--- config.mk ---
export PLATFORM = sky130hd
export DESIGN_NAME = mac_result_drain
export DESIGN_NICKNAME = d
export VERILOG_FILES = /design/src/rtl/mac_result_drain.sv
export SDC_FILE = /design/constraint.sdc
export NUM_CORES = 1
export LEC_CHECK = 0
export BUFFER_PORTS_ARGS = -buffer_cell sky130_fd_sc_hd__buf_2
export CORE_MARGIN = 2
export CORE_UTILIZATION = 35
export CTS_CLUSTER_DIAMETER = 120
export DETAILED_ROUTE_END_ITERATION = 8
export HOLD_SLACK_MARGIN = 0.05
export PLACE_DENSITY = 0.61
export SYNTH_ARGS = -nofsm -noshare
export SYNTH_HDL_FRONTEND = slang
export SYNTH_SLANG_ARGS = --single-unit
--- constraint.sdc ---
create_clock -name clock -period 8 [get_ports clock]
set_input_delay 0.8 -clock clock [delete_from_list [all_inputs] [get_ports clock]]
set_output_delay 0.8 -clock clock [all_outputs]
set_load 0.03 [all_outputs]
--- src/rtl/mac_result_drain.sv ---
// mac_result_drain: drains the finished C matrix of a MAC array as a
// requantized valid/ready stream, one element per cycle when not stalled.
//
// Handshake: an element transfers on a rising edge where m_valid && m_ready.
// While m_valid is high and m_ready is low, m_data/m_idx/m_last hold steady.
// m_valid never drops without a transfer, except when reset is asserted.
module mac_result_drain #(
  parameter int N       = 4,
  parameter int ACC_W   = 32,
  parameter int OUT_W   = 8,
  parameter int SHIFT_W = 5,
  localparam int IDX_W  = $clog2(N*N),
  localparam int CNT_W  = $clog2(N*N+1)
) (
  input  logic                    clock,
  input  logic                    reset,
  input  logic                    done_in,
  output logic [IDX_W-1:0]        out_addr,
  input  logic signed [ACC_W-1:0] out_rdata,
  input  logic [SHIFT_W-1:0]      shift,
  input  logic                    rnd_en,
  output logic                    m_valid,
  input  logic                    m_ready,
  output logic signed [OUT_W-1:0] m_data,
  output logic [IDX_W-1:0]        m_idx,
  output logic                    m_last,
  output logic                    busy,
  output logic                    drain_done,
  output logic [CNT_W-1:0]        sat_count,
  output logic [1:0]              state_dbg
);

  typedef enum logic [1:0] {IDLE = 2'd0, FETCH = 2'd1, SEND = 2'd2} state_t;

  localparam logic [IDX_W-1:0]   LAST    = IDX_W'(N*N-1);
  localparam logic [CNT_W-1:0]   SAT_MAX = CNT_W'(N*N);
  localparam logic signed [ACC_W:0] ONE  = 1;
  localparam logic signed [ACC_W:0] MAXV = (ACC_W+1)'(2**(OUT_W-1) - 1);
  localparam logic signed [ACC_W:0] MINV = -(ACC_W+1)'(2**(OUT_W-1));

  state_t state, state_next;
  logic [IDX_W-1:0]   rd_ptr;
  logic [SHIFT_W-1:0] shift_q;
  logic               rnd_q;

  logic start, load, finish;

  // requantization datapath on the element currently addressed
  logic signed [ACC_W:0]   s_ext, s_rnd, s_sh;
  logic signed [OUT_W-1:0] q_data;
  logic                    q_clip;

  assign out_addr  = rd_ptr;
  assign m_valid   = (state == SEND);
  assign m_last    = m_valid && (m_idx == LAST);
  assign busy      = (state != IDLE);
  assign state_dbg = state;

  // state register
  always_ff @(posedge clock) begin
    if (reset) state <= IDLE;
    else       state <= state_next;
  end

  // next-state and control strobes
  always_comb begin
    state_next = state;
    start      = 1'b0;
    load       = 1'b0;
    finish     = 1'b0;
    case (state)
      IDLE: begin
        if (done_in) begin
          start      = 1'b1;
          state_next = FETCH;
        end
      end
      FETCH: begin
        load       = 1'b1;
        state_next = SEND;
      end
      SEND: begin
        if (m_ready) begin
          if (m_idx == LAST) begin
            finish     = 1'b1;
            state_next = IDLE;
          end else begin
            load = 1'b1;
          end
        end
      end
      default: state_next = IDLE;
    endcase
  end

  // sign-extend, optional round-half-up, arithmetic shift, saturate
  always_comb begin
    s_ext = {out_rdata[ACC_W-1], out_rdata};
    s_rnd = s_ext;
    if (rnd_q && (shift_q != '0))
      s_rnd = s_ext + (ONE << (shift_q - SHIFT_W'(1)));
    s_sh   = s_rnd >>> shift_q;
    q_clip = 1'b0;
    q_data = s_sh[OUT_W-1:0];
    if (s_sh > MAXV) begin
      q_data = MAXV[OUT_W-1:0];
      q_clip = 1'b1;
    end else if (s_sh < MINV) begin
      q_data = MINV[OUT_W-1:0];
      q_clip = 1'b1;
    end
  end

  // read pointer, output register, latched controls and statistics
  always_ff @(posedge clock) begin
    if (reset) begin
      rd_ptr     <= '0;
      shift_q    <= '0;
      rnd_q      <= 1'b0;
      m_data     <= '0;
      m_idx      <= '0;
      drain_done <= 1'b0;
      sat_count  <= '0;
    end else begin
      drain_done <= finish;
      if (start) begin
        shift_q   <= shift;
        rnd_q     <= rnd_en;
        sat_count <= '0;
        rd_ptr    <= '0;
      end
      if (load) begin
        m_data <= q_data;
        m_idx  <= rd_ptr;
        // pointer parks on the last element rather than wrapping
        if (rd_ptr != LAST) rd_ptr <= rd_ptr + IDX_W'(1);
        if (q_clip && (sat_count != SAT_MAX)) sat_count <= sat_count + CNT_W'(1);
      end
      if (finish) rd_ptr <= '0;
    end
  end

endmodule

==> key figures <==
Layout
  • Layout cells sized above 1: 12.2%
  • FF+latch area: 603 um^2
  • Layout area overhead: 7.77%
  • Fill cells: 2392
  • Leading cell types in the layout, fill and taps excluded: 148 x nor2_1, 143 x nand2_1, 89 x a21oi_1
  • Nets: 1257
  • Multi-input logic area: 0.00675 mm^2
  • Commonest non-fill, non-tap cell in the layout: nor2_1
  • Non-Filler Cell Area, Final: 0.00840 mm^2
  • Final std cells w/o fill: 1456
  • ANT cells: 0

Worst setup path
  • CP arrival: 7.14 ns
  • Setup CP Type: reg2reg
  • CP required: 8.16 ns
  • Critical-path maximum fanout: 21
  • CP Capture Type: flop
  • CP Launch Type: flop

Die
  • Rows: 54
  • Num ports: 69
  • Die W: 153 um
  • Die area: 0.0235 mm^2
  • DIE HEIGHT: 153 um
  • Core Area: 0.0218 mm^2
  • Starting density of the core: 35.7%

STA
  • Final WS setup: 1.03 ns
  • RSZ-0062 raised after global routing: false
  • Clock Skew: 0.00735 ns
  • Final setup fails: 0
  • Crit share post-route: 87.2%
  • Min cycle time layout: 6.97 ns
  • Total negative setup slack: 0 ns
  • Fin. Hold Viols: 0
  • Worst Max-Slew Pin Slew: 0.979 ns
  • Slew headroom: 34.2%
  • Slew Limit Fails: 0
  • Max Fclk: 143 MHz

Drt
  • Iter 0 DRT Violations: 1179
  • Routed Antenna Nets: 0
  • # DRC: 0
  • Routed wire length: 32400 um
  • First-pass DRT Iterations: 6
  • WL/cell: 22.2 um
  • Vias/cell: 6.73
  • Vias post-DR: 9803

Clock tree
  • Clk Latency, worst-skew pair: 0.28 ns
  • Clock root buffer: clkbuf_16
  • Hold buffers post-CTS: 0
  • Post-CTS sizing: 0
  • Htree depth: 2
  • Clk sinks: 30
  • Total CTS buffers: 5
  • Setup Buffers After CTS: 0
  • TritonCTS clock tree: built
  • Reg clk slew, reported paths: 0.06 ns
  • Clock Path Buffers: 2

Pwr
  • Power density cells: 158 mW/mm^2
  • Total power: 1.33 mW
  • Pleak: 3.13 nW
  • Worst VDD drop: 0.0851 mV

Synthesis
  • FFs w/ async S/R, synth: 0%
  • Post-synth net total: 1251
  • Synthesized area per cell: 6.67 um^2
  • Top_reg_cell synth: dfxtp_1
  • Cell count after synthesis: 1169
  • EDFF count, synth: 0
  • YS warnings: 0
  • Yosys reg bits: 30
  • Number of distinct library cells after synthesis: 96
  • Cell area after synthesis: 0.00780 mm^2
  • Post-synthesis sequential area ratio: 7.70%

Global route
  • Largest net degree at the start of global routing: 52
  • Vias in the first global route: 9046
  • Global Route Usage Sum: 26.5%
  • First-pass GRT wire length: 50700 um
  • Grt total ovfl: 0
  • Initial antenna violation count: 0

Place
  • Placed cell count: 1448
  • PortBufs: 68
  • Placed Area: 0.00825 mm^2
  • DP Worst Slack: 1.36 ns
  • HPWL after DPL: 25000 um
  • GP Congestion: 1.03

Min path
  • Worst hold path type: reg2reg

Outcome
  • Status: finished, final reports clean

Job
  • # Max-Cap Violations: 0
==> path summary, 6_finish.rpt <==
path	slack (ns)	end	cells after the start	start
max	1.03	sat_count[0]	20	shift_q[1]
min	0.47	m_idx[1]	2	m_idx[1]
max reg2reg	1.03	sat_count[0]	20	shift_q[1]
min reg2reg	0.47	m_idx[1]	2	m_idx[1]
==> synth_stat cells, types with 15 or more instances <==
library cell | n | share of area, %
o211ai_1 | 23 | 2.2
nand2b_1 | 16 | 1.3
nand2_1 | 143 | 6.9
buf_2 | 20 | 1.3
buf_1 | 17 | 0.82
nand3_1 | 30 | 1.9
dfxtp_1 | 30 | 7.7
o21ai_0 | 61 | 3.9
a21o_1 | 15 | 1.4
nor2_1 | 148 | 7.1
ha_1 | 39 | 6.3
a21oi_1 | 90 | 5.8
a31oi_1 | 17 | 1.4
nand4_1 | 29 | 2.3
a211oi_1 | 25 | 2.4
clkbuf_1 | 44 | 2.1
inv_1 | 21 | 1.0
mux2i_1 | 38 | 4.9
nor3_1 | 44 | 2.8
==> logic make-up (layout without fill, tap and decap cells) <==
logic type	Yosys count	after routing	share of synthesized area, %
xor+xnor	14	14	1.57
compound gates	420	420	38.6
mux	55	55	8.78
fa+ha+maj	40	40	6.51
buf+inv	108	115	5.81
flops	30	30	7.70
simple gates	502	502	31.1
==> worst max-delay path, stage by stage (launching register included) <==
cell	delay, ns
dfxtp_2	0.35
inv_1	0.05
buf_4	0.29
nand2_1	0.45
nor2_1	0.23
ha_1	0.22
inv_1	0.06
fa_1	0.39
nand2b_1	0.24
a21o_1	0.24
a2111oi_4	0.56
nor2_1	0.20
and3_1	0.21
o32ai_1	0.82
o22ai_1	0.33
a222oi_1	0.65
nand2b_1	0.21
o41ai_1	0.10
a31oi_1	0.45
a21boi_0	0.41
mux2_2	0.38
==> power breakdown <==
group	internal [mW]	switching, mW	leakage [nW]
Clock	0.123	0.0690	0.0729
Sequential	0.171	0.0228	0.245
Combinational	0.321	0.622	2.82
Total	0.616	0.714	3.13
==> state kept, by name (all words and copies together) (netlist names) <==
register	cells
rnd_q	1
m_data	8
drain_done	1
m_idx	4
sat_count	5
state_dbg	2
shift_q	5
out_addr	4
==> metrics by stage <==
stage,utilization (%),hold slack [ns]
after floorplan,-,0.592
after global placement,37.8,0.458
after detailed placement,37.8,0.462
after CTS,38.5,0.470
after global routing,38.5,0.497
final,38.5,0.472
==> per-layer routing <==
layer,vias to the layer above,global-route usage [%],wire length (um)
li1,4522,-,-
met1,4559,35.5,13600
met2,611,41.9,14000
met3,111,5.02,3280
met4,0,10.2,1480
met5,-,0,0
==> final cells by class <==
type	instances	area share (%)
inverter	22	0.983
sequential	30	7.18
clock inverter	2	0.149
multi-input combinational	1031	80.3
timing repair buffer	85	5.57
tap	280	4.17
clock buffer	6	1.65
Note: power is estimated with default switching activity, not from simulation.
